[src/rtl/pipe_divider_pkg.sv]
// pipe_divider_pkg
// Shared widths, the per-stage pipeline record, the output record and the
// conditional-negate helpers used by the pipelined restoring divider.
//   DW   : dividend / quotient width
//   VW   : divisor / remainder width
//   TAGW : opaque tag width
//   PW   : partial-remainder width (one guard bit above the divisor)
package pipe_divider_pkg;

  localparam int unsigned DW   = 16;
  localparam int unsigned VW   = 8;
  localparam int unsigned TAGW = 4;
  localparam int unsigned PW   = VW + 1;

  // One restoring-divider stage worth of in-flight state.
  typedef struct packed {
    logic            valid;
    logic [PW-1:0]   part;    // partial remainder
    logic [DW-1:0]   quo;     // quotient bits produced so far (LSB = newest)
    logic [DW-1:0]   resid;   // dividend bits not yet consumed, MSB next
    logic [VW-1:0]   dvsr;    // |divisor|
    logic            qsign;   // negate quotient in fix-up
    logic            rsign;   // negate remainder in fix-up
    logic            div0;
    logic            ovf;
    logic [TAGW-1:0] tag;
  } stage_t;

  // Final result as presented on the output ports.
  typedef struct packed {
    logic            valid;
    logic [DW-1:0]   quo;
    logic [VW-1:0]   rem;
    logic [TAGW-1:0] tag;
    logic            div0;
    logic            ovf;
  } result_t;

  // Two's-complement negate of a DW-wide value when en is set.
  function automatic logic [DW-1:0] neg_dw(input logic en, input logic [DW-1:0] x);
    logic [DW-1:0] r;
    if (en) begin
      r = ~x + {{(DW-1){1'b0}}, 1'b1};
    end else begin
      r = x;
    end
    return r;
  endfunction

  // Two's-complement negate of a VW-wide value when en is set.
  function automatic logic [VW-1:0] neg_vw(input logic en, input logic [VW-1:0] x);
    logic [VW-1:0] r;
    if (en) begin
      r = ~x + {{(VW-1){1'b0}}, 1'b1};
    end else begin
      r = x;
    end
    return r;
  endfunction

endpackage

[src/rtl/pipe_divider_stage.sv]
// div_stage
// One restoring division step: shift the next dividend bit into the partial
// remainder, subtract |divisor| if it fits, and append the quotient bit.
// The stage register holds when adv_i is low and loads zeros for a bubble.
//   clk_i    : clock
//   rst_ni   : synchronous active-low reset
//   adv_i    : global pipeline advance enable
//   stage_i  : record from the previous stage
//   stage_o  : registered record after this step
module div_stage
  import pipe_divider_pkg::*;
(
  input  logic   clk_i,
  input  logic   rst_ni,
  input  logic   adv_i,
  input  stage_t stage_i,
  output stage_t stage_o
);

  stage_t        stage_d;
  stage_t        stage_q;
  logic [PW-1:0] shifted_s;
  logic          fits_s;

  // Restoring step on the incoming record; bubbles become all-zero.
  always_comb begin
    stage_d   = stage_i;
    shifted_s = {stage_i.part[VW-1:0], stage_i.resid[DW-1]};
    fits_s    = (shifted_s >= {1'b0, stage_i.dvsr});
    if (stage_i.valid) begin
      if (fits_s) begin
        stage_d.part = shifted_s - {1'b0, stage_i.dvsr};
      end else begin
        stage_d.part = shifted_s;
      end
      stage_d.quo   = {stage_i.quo[DW-2:0], fits_s};
      stage_d.resid = {stage_i.resid[DW-2:0], 1'b0};
    end else begin
      stage_d = '0;
    end
  end

  // Stage register: reset clears, stall holds, otherwise load.
  always_ff @(posedge clk_i) begin
    if (!rst_ni) begin
      stage_q <= '0;
    end else if (adv_i) begin
      stage_q <= stage_d;
    end else begin
      stage_q <= stage_q;
    end
  end

  assign stage_o = stage_q;

endmodule

[src/rtl/pipe_divider.sv]
// pipe_divider
// Fully pipelined signed/unsigned integer divider. One transaction per cycle,
// DW+2 cycles latency (pre stage, DW restoring stages, fix-up stage).
// The whole pipeline stalls while a result is presented but not accepted.
//   clk_i, rst_ni          : clock, synchronous active-low reset
//   in_valid_i/in_ready_o  : input handshake (in_ready_o = pipeline advance)
//   in_signed_i            : 1 = two's-complement operands
//   in_dividend_i (DW)     : dividend
//   in_divisor_i  (VW)     : divisor
//   in_tag_i      (TAGW)   : tag returned with the result
//   out_valid_o/out_ready_i: output handshake
//   out_quotient_o (DW), out_remainder_o (VW), out_tag_o (TAGW)
//   out_div0_o             : divisor was zero
//   out_ovf_o              : signed most-negative / -1
module pipe_divider
  import pipe_divider_pkg::*;
(
  input  logic            clk_i,
  input  logic            rst_ni,
  input  logic            in_valid_i,
  output logic            in_ready_o,
  input  logic            in_signed_i,
  input  logic [DW-1:0]   in_dividend_i,
  input  logic [VW-1:0]   in_divisor_i,
  input  logic [TAGW-1:0] in_tag_i,
  output logic            out_valid_o,
  input  logic            out_ready_i,
  output logic [DW-1:0]   out_quotient_o,
  output logic [VW-1:0]   out_remainder_o,
  output logic [TAGW-1:0] out_tag_o,
  output logic            out_div0_o,
  output logic            out_ovf_o
);

  logic    adv_s;
  logic    dvd_neg_s;
  logic    dvs_neg_s;
  stage_t  pre_d;
  stage_t  pre_q;
  stage_t  chain_s [DW+1];
  result_t fix_d;
  result_t fix_q;
  stage_t  last_s;
  logic    unused_s;

  // Only a presented-but-refused result blocks the pipeline.
  assign adv_s      = !(fix_q.valid && !out_ready_i);
  assign in_ready_o = adv_s;

  assign dvd_neg_s = in_signed_i && in_dividend_i[DW-1];
  assign dvs_neg_s = in_signed_i && in_divisor_i[VW-1];

  // Pre stage: magnitudes, result signs and exception flags.
  always_comb begin
    pre_d = '0;
    if (in_valid_i) begin
      pre_d.valid = 1'b1;
      pre_d.resid = neg_dw(dvd_neg_s, in_dividend_i);
      pre_d.dvsr  = neg_vw(dvs_neg_s, in_divisor_i);
      pre_d.qsign = dvd_neg_s ^ dvs_neg_s;
      pre_d.rsign = dvd_neg_s;
      pre_d.div0  = (in_divisor_i == {VW{1'b0}});
      pre_d.ovf   = in_signed_i
                    && (in_dividend_i == {1'b1, {(DW-1){1'b0}}})
                    && (in_divisor_i == {VW{1'b1}});
      pre_d.tag   = in_tag_i;
    end else begin
      pre_d = '0;
    end
  end

  // Pre stage register.
  always_ff @(posedge clk_i) begin
    if (!rst_ni) begin
      pre_q <= '0;
    end else if (adv_s) begin
      pre_q <= pre_d;
    end else begin
      pre_q <= pre_q;
    end
  end

  assign chain_s[0] = pre_q;

  for (genvar g = 0; g < DW; g++) begin : g_stage
    div_stage u_stage (
      .clk_i   (clk_i),
      .rst_ni  (rst_ni),
      .adv_i   (adv_s),
      .stage_i (chain_s[g]),
      .stage_o (chain_s[g+1])
    );
  end

  assign last_s = chain_s[DW];

  // Consumed dividend, guard bit and |divisor| are not needed after the last step.
  assign unused_s = ^{last_s.resid, last_s.dvsr, last_s.part[VW]};

  // Fix-up stage: div0 beats ovf beats ordinary sign correction.
  always_comb begin
    fix_d = '0;
    if (last_s.valid) begin
      fix_d.valid = 1'b1;
      fix_d.tag   = last_s.tag;
      fix_d.div0  = last_s.div0;
      fix_d.ovf   = last_s.ovf;
      if (last_s.div0) begin
        fix_d.quo = {DW{1'b1}};
        fix_d.rem = {VW{1'b0}};
      end else if (last_s.ovf) begin
        fix_d.quo = {1'b1, {(DW-1){1'b0}}};
        fix_d.rem = {VW{1'b0}};
      end else begin
        fix_d.quo = neg_dw(last_s.qsign, last_s.quo);
        fix_d.rem = neg_vw(last_s.rsign, last_s.part[VW-1:0]);
      end
    end else begin
      fix_d = '0;
    end
  end

  // Output register.
  always_ff @(posedge clk_i) begin
    if (!rst_ni) begin
      fix_q <= '0;
    end else if (adv_s) begin
      fix_q <= fix_d;
    end else begin
      fix_q <= fix_q;
    end
  end

  assign out_valid_o     = fix_q.valid;
  assign out_quotient_o  = fix_q.quo;
  assign out_remainder_o = fix_q.rem;
  assign out_tag_o       = fix_q.tag;
  assign out_div0_o      = fix_q.div0;
  assign out_ovf_o       = fix_q.ovf;

endmodule

[config.mk]
export PLATFORM = sky130hd
export DESIGN_NAME = pipe_divider
export DESIGN_NICKNAME = d
export VERILOG_FILES = /design/src/rtl/pipe_divider_pkg.sv /design/src/rtl/pipe_divider_stage.sv /design/src/rtl/pipe_divider.sv
export SDC_FILE = /design/constraint.sdc
export NUM_CORES = 2
export LEC_CHECK = 0
export ABC_AREA = 1
export BUFFER_PORTS_ARGS = -buffer_cell sky130_fd_sc_hd__buf_4
export CAP_MARGIN = 20
export CORE_ASPECT_RATIO = 1.2
export CORE_MARGIN = 2
export CORE_UTILIZATION = 24
export CTS_CLUSTER_DIAMETER = 200
export CTS_CLUSTER_SIZE = 16
export DETAILED_ROUTE_END_ITERATION = 7
export PLACE_DENSITY_LB_ADDON = 0.08
export SKIP_LAST_GASP = 1
export SYNTH_ARGS = -nofsm -noshare
export SYNTH_HDL_FRONTEND = slang
export SYNTH_SLANG_ARGS = --single-unit
[constraint.sdc]
create_clock -name clk_i -period 1.7 [get_ports clk_i]
set_clock_uncertainty 0.05 [all_clocks]
set_input_delay 0.085 -clock clk_i [delete_from_list [all_inputs] [get_ports clk_i]]
set_output_delay 0.085 -clock clk_i [all_outputs]
set_load 0.01 [all_outputs]
* Yosys cells after proc, flatten, opt, wreduce, memory -nomap -nowiden
Cells that the tools add are included.
** Word-level totals
- Flip-flop bits (word level) :: 937
- Input bits :: 33
- Output and inout bits :: 32
- Word-level logic and storage cells :: 296
** Operators by class
- Reduce and logical (&&, ||, !) cells :: 8
- Add/subtract/negate cells :: 20
- Equality and inequality tests :: 2
- Bitwise gates (word level) :: 5
- Order comparisons :: 16
- Muxes and demuxes :: 73
** Operators with widths (number)
- two-way mux 40 bit :: 16
- two-way mux 16 bit :: 17
- two-way mux 8 bit :: 19
- greater-or-equal comparator 9 x 8 -> 1 bit :: 15
- subtractor 8 bit :: 15
- two-way mux 24 bit :: 2
- adder 16 x 1 -> 16 bit (second input constant) :: 2
- two-way mux 32 bit :: 1
- inverter 16 bit :: 2
- two-way mux 31 bit :: 1
- two-way mux 1 bit :: 17
- adder 8 x 1 -> 8 bit (second input constant) :: 2
- == test 16 bit (second input constant) :: 1
- inverter 8 bit :: 2
- == test 8 bit (second input constant) :: 1
- greater-or-equal comparator 1 x 8 -> 1 bit :: 1
- zero test 8 bit :: 1
- subtractor 1 x 8 -> 8 bit :: 1
- logical AND 1 bit :: 5
- zero test 1 bit :: 2
- bitwise XOR 1 bit :: 1

* Logic depth before layout (Yosys ltp)
- Depth after elaboration :: 6
- Depth in mapped cells :: 13
- Depth with buffers taken out :: 12

* By module
From an unflattened synthesis, not the netlist that was laid out.
** Second synthesis, totals
- Cell total of the unflattened synthesis :: 6408
- Area, all modules :: 44859.3 um^2
** By module, submodules not included
- div_stage at g_stage[5].u_stage ... :: area each 2582.5 um^2, sequential area each 1141.1 um^2, cells each 370, instances 5
- div_stage at g_stage[0].u_stage ... :: area each 2563.7 um^2, sequential area each 1141.1 um^2, cells each 358, instances 5
- div_stage at g_stage[10].u_stage ... :: area each 2590.0 um^2, sequential area each 1141.1 um^2, cells each 370, instances 4
- div_stage at g_stage[3].u_stage ... :: area each 2603.7 um^2, sequential area each 1141.1 um^2, cells each 370, instances 2
- pipe_divider :: area each 3560.9 um^2, sequential area each 1281.2 um^2, cells each 548, instances 1

* Worst setup path after synthesis
No wires, ideal clock.
- Path type :: reg2reg
- Start point :: reg g_stage[12].u_stage.stage_q, in the netlist g_stage[12].u_stage.stage_o[14]
- End point :: reg g_stage[13].u_stage.stage_q, in the netlist g_stage[13].u_stage.stage_o[55]
- Stages on the path, launching flop included :: 12
- Required time :: 1.518 ns
- Buffers on the path :: 0
- Library setup time :: 0.132 ns
- Period minus slack after synthesis :: 1.745 ns
- Slack :: -0.045 ns
- Arrival :: 1.563 ns
- Cell sequence :: dfxtp_1 > inv_1 > ha_1 > a21o_1 > nand2_1 > nand2_1 > nor2_2 > nand2_4 > nand2_1 > nand2_1 > nand2_1 > a21oi_1
** Between the ends
- Cells in the longest elaborated chain, start to end :: 3
- Elaborated cells between the ends (all ways) :: 4
- Those cells by class :: add/sub (1); order compare (1); mux (2)
** RTL lines
- start, declared :: RTL line pipe_divider_stage.sv:21 : stage_t stage_q;
- start signal, assigned :: RTL line pipe_divider_stage.sv:48 : stage_q <= stage_d;
- start signal, assigned :: RTL line pipe_divider_stage.sv:50 : stage_q <= stage_q;
- subtractor 8 bit / greater-or-equal comparator 9 x 8 -> 1 bit (equally long branches) :: RTL line pipe_divider_stage.sv:32, pipe_divider_stage.sv:29
- two-way mux 8 bit * :: RTL line pipe_divider_stage.sv:31 : if (fits_s) begin
- two-way mux 40 bit * :: RTL line pipe_divider_stage.sv:30 : if (stage_i.valid) begin
- end signal, assigned :: RTL line pipe_divider_stage.sv:48
- end signal, assigned :: RTL line pipe_divider_stage.sv:50
- end, declared :: RTL line pipe_divider_stage.sv:21
Mark *: on every way between the ends. The rest lies on a longest branch, timed or not.
A chain may end at the register's enable or synchronous reset.

* Worst setup path after layout
- Start point :: reg g_stage[11].u_stage.stage_q, in the netlist g_stage[11].u_stage.stage_o[31]
- End point :: reg g_stage[12].u_stage.stage_q, in the netlist g_stage[12].u_stage.stage_o[54]
** Between the ends
- Cells in the longest elaborated chain, start to end :: 3
- Elaborated cells between the ends (all ways) :: 4
- Those cells by class :: add/sub (1); order compare (1); mux (2)
** RTL lines (RTL line)
- start, declared :: pipe_divider_stage.sv:21
- start signal, assigned :: pipe_divider_stage.sv:48
- start signal, assigned :: pipe_divider_stage.sv:50
- subtractor 8 bit / greater-or-equal comparator 9 x 8 -> 1 bit (equally long branches) :: pipe_divider_stage.sv:32, pipe_divider_stage.sv:29
- two-way mux 8 bit * :: pipe_divider_stage.sv:31
- two-way mux 40 bit * :: pipe_divider_stage.sv:30
Marked as above.

==> flow_summary.json <==
{
  "vdd_drop_max_v": 0.000738,
  "drt.antenna.violating_nets": 0,
  "grt_antenna_before_repair": 0,
  "cts-root-to-sink-buffers": 3,
  "setup_slack_ps": -37.2,
  "yosysTopAreaCell": "sky130_fd_sc_hd__dfxtp_1",
  "run_status": "complete, but fails checks",
  "fraction_of_the_yosys_area_taken_by_sequential_cells_pct": 42.5,
  "seqCellArea_mm2": 0.0144,
  "multiInputGateArea_mm2": 0.0206,
  "gp_routability_congestion": 0.797,
  "drt-vias-per-instance": 4.37,
  "worst_r2r_startpoint": "g_stage[11].u_stage.stage_o[31]",
  "final_slew_viol_count": 0,
  "worst_slew_pin_slew_ps": 519,
  "areaGrowthSynthToFinish_pct": 41.5,
  "cts_buffers": 50,
  "worst_setup_path_end_kind": "register",
  "setup_total_negative_slack_ps": -397,
  "async_reset_ff_share_pct": 0,
  "stdcell_count": 7304,
  "setup.reg_to_reg.worst_slack_ps": -40,
  "first_pass_grt_wire_length_um": 173000,
  "drive_above_1_share_pct": 31.6,
  "power_spent_charging_and_discharging_nets_mw": 7.10,
  "first_global_vias": 31546,
  "clock_insertion_delay_at_the_later_pin_of_the_skew_report_ps": 630,
  "worst_hold_path_type": "input pin to register",
  "postSynthAreaPerCell_um2": 6.96,
  "switching_part_of_the_total_power_pct": 23.7,
  "regToRegEndpoint": "g_stage[12].u_stage.stage_o[54]",
  "internal_power_mw": 22.8,
  "place_ws_ps": -228,
  "violated_checks": "setup timing",
  "number_of_top_level_pins": 65,
  "finish.utilization_pct": 34.1,
  "grt_start_max_net_pins": 98,
  "min_period_ps": 1740,
  "port-buffer-count": 64,
  "power.static_leakage_nw": 18.6,
  "dr.pass1.iters": 4,
  "groute.usage.overall_pct": 14.7,
  "route.detailed.wl_per_inst_um": 14.9,
  "drt_iter0_markers": 1405,
  "netlist_area_mm2": 0.0335,
  "cts_tree": "yes",
  "critical_path_required_ps": 2210,
  "cap_violations": 0,
  "timing.critical_path.arrival_ps": 2250,
  "core_area_mm2": 0.139,
  "start_util_pct": 24.1,
  "relSlewSlack_pct": 65.4,
  "cell_count_after_synthesis": 4817,
  "path_common_cell": "sky130_fd_sc_hd__nand2_1",
  "routed_wl_um": 109000,
  "synth_cell_types": 37,
  "crit_path_max_incr_delay_ps": 340,
  "clkPwrFrac_pct": 39.0,
  "cts.sink_count": 712,
  "worst-setup-path-type": "register to register",
  "max_freq_mhz": 576,
  "cts_htree_levels": 2,
  "report.final.hold_viol_count": 0,
  "critPathLaunchType": "register",
  "hold_slack_ps": 226,
  "crit_path_start": "g_stage[11].u_stage.stage_o[31]",
  "synth_warnings": 0,
  "pwr-share-seq_pct": 56.0,
  "placed_cell_area_mm2": 0.0411,
  "nNetsFinal": 5653,
  "setup_viol": 27,
  "synthesis.nets": 4992,
  "synth_top_area_share_pct": 42.5,
  "power-per-cell-area_mw_per_mm2": 630,
  "worst-path-max-fanout": 2,
  "yosys.cell_count.top_type": "sky130_fd_sc_hd__nand2_1",
  "cell_at_the_slowest_stage_of_the_critical_path": "sky130_fd_sc_hd__dfxtp_2",
  "fp.dieArea_mm2": 0.143,
  "clock_tree.root_cell": "sky130_fd_sc_hd__clkbuf_16",
  "critical_path.endpoint": "g_stage[12].u_stage.stage_o[54]",
  "synth-edff-count": 0,
  "dp_hpwl_um": 76700,
  "combinational_power_share_pct": 5.0,
  "number_of_synthesized_register_bits": 712,
  "insertedDiodeCount": 0,
  "drc_errors": 0,
  "detailroute.via_count": 31944,
  "worstRegToRegCells": 11,
  "placementRows": 150,
  "synth_top_cells_by_area": "sky130_fd_sc_hd__dfxtp_1 43%, sky130_fd_sc_hd__nand2_1 20%, sky130_fd_sc_hd__a21oi_1 11%, sky130_fd_sc_hd__nand3_1 4.9%, sky130_fd_sc_hd__ha_1 4.7%",
  "floorplan.die.height_um": 413,
  "die_w_um": 345,
  "num-fill-cells": 14927,
  "grt.overflow.total": 0,
  "period_share_pct": 102,
  "path_clk_slew_ps": 90,
  "placed_cells": 7125,
  "yosys_most_used_dff": "sky130_fd_sc_hd__dfxtp_1",
  "post-route-cell-area_mm2": 0.0475,
  "finalPower_mw": 29.9,
  "critical_path.cell_chain": "inv_2 -> ha_4 -> fa_2 -> nand3b_1 -> nand2_2 -> nand2_1 -> nand3b_1 -> nand2_1 -> nand2_1 -> nand3_2 -> a21oi_2",
  "ys_top_cells_by_count": "1818 x sky130_fd_sc_hd__nand2_1, 764 x sky130_fd_sc_hd__a21oi_1, 712 x sky130_fd_sc_hd__dfxtp_1, 390 x sky130_fd_sc_hd__inv_1, 330 x sky130_fd_sc_hd__nand3_1",
  "rsz_0062_raised_after_global_routing": "yes"
}
## sequential cells by signal, indices dropped and copies added (netlist names)
register                 flops
out_div0_o                   1
g_stage.u_stage.stage_o    648
out_ovf_o                    1
out_tag_o                    4
chain_s                     33
out_valid_o                  1
out_quotient_o              16
out_remainder_o              8
## how the worst min path moves through the flow
stage,from,endpoint,slack (ps),cells after the start
final,in_tag_i[2],chain_s[930],230,4
after global routing,in_tag_i[2],chain_s[930],210,4
after CTS,in_tag_i[2],chain_s[930],180,4
after detailed placement,in_tag_i[2],chain_s[930],320,3
after global placement,in_tag_i[2],chain_s[930],310,3
after floorplan,in_tag_i[3],chain_s[931],180,2
## power by group through the flow
| stage | sequential (mW) | combinational (mW) | clock, mW |
|---|---|---|---|
| after floorplan | 17.1 | 0.659 | 0 |
| after global routing | 16.8 | 1.63 | 12.9 |
| after detailed placement | 17.1 | 1.21 | 0 |
| final | 16.8 | 1.48 | 11.7 |
| after CTS | 16.8 | 1.35 | 12.3 |
| after global placement | 17.1 | 1.22 | 0 |
## final cells by class
class | instances | area share [%]
multi-input cells | 3482 | 43.3
inverters | 407 | 3.29
clock buffers | 53 | 2.79
flip-flops and latches | 712 | 30.4
well taps | 1824 | 4.81
clock inverters | 1 | 0.0185
repair buffers | 825 | 15.3
## metal layers
metal,track usage [%],wire length [µm]
met5,0,0
met4,2.59,1520
met3,1.47,2230
met2,25.8,52700
met1,19.6,52200
## cells in the final DEF, fill, tap and decap left out, types with 6 or more instances in the layout
cell type,count
sky130_fd_sc_hd__nand2_1,1647
sky130_fd_sc_hd__buf_4,682
sky130_fd_sc_hd__a21oi_1,681
sky130_fd_sc_hd__dfxtp_1,570
sky130_fd_sc_hd__inv_1,296
sky130_fd_sc_hd__nand3_1,213
sky130_fd_sc_hd__nand2_2,156
sky130_fd_sc_hd__dfxtp_2,141
sky130_fd_sc_hd__ha_4,116
sky130_fd_sc_hd__nand3_2,106
sky130_fd_sc_hd__inv_2,102
sky130_fd_sc_hd__nand3b_1,80
sky130_fd_sc_hd__a21oi_2,77
sky130_fd_sc_hd__nor2_1,74
sky130_fd_sc_hd__clkbuf_16,59
sky130_fd_sc_hd__nand2_4,53
sky130_fd_sc_hd__buf_12,47
sky130_fd_sc_hd__buf_6,46
sky130_fd_sc_hd__dlygate4sd3_1,37
sky130_fd_sc_hd__nand4_1,34
sky130_fd_sc_hd__nor2_2,30
sky130_fd_sc_hd__o21ai_0,29
sky130_fd_sc_hd__nor2_4,25
sky130_fd_sc_hd__xor2_1,23
sky130_fd_sc_hd__xnor2_1,19
sky130_fd_sc_hd__fa_2,14
sky130_fd_sc_hd__nand3_4,11
sky130_fd_sc_hd__nand2_8,10
sky130_fd_sc_hd__a21oi_4,9
sky130_fd_sc_hd__nor3_2,9
sky130_fd_sc_hd__a31oi_1,9
sky130_fd_sc_hd__ha_1,9
sky130_fd_sc_hd__inv_4,6
sky130_fd_sc_hd__nor3_1,6
sky130_fd_sc_hd__buf_16,6
## repair_timing
item | 4_1_cts | 5_1_grt
pin swaps | 162 | 284
cloned | 13 | 13
hold endpoints to repair | 181 | 0
setup endpoints to repair | 186 | 482
hold buffers | 37 | 0
resized for setup | 457 | 513
buffers inserted | 26 | 37
## critical path: cells and delay by family, from the launching register on
kind | cells | cell delay [ps]
and+or+nand+nor | 7 | 630
adders and majority gates | 2 | 480
DFF | 1 | 340
AOI/OAI and AO/OA | 1 | 130
buffers and inverters | 1 | 50
## logic make-up (layout without fill, tap and decap cells)
group           after synthesis  after routing  synth area share (%)
fa+ha+maj                   142            142                  5.64
compound gates              823            823                  12.5
buf+inv                     641           1286                  7.58
xor+xnor                     46             46                  1.20
simple gates               2453           2471                  30.6
flops                       712            712                  42.5
Note: power is estimated with default switching activity, not from simulation.
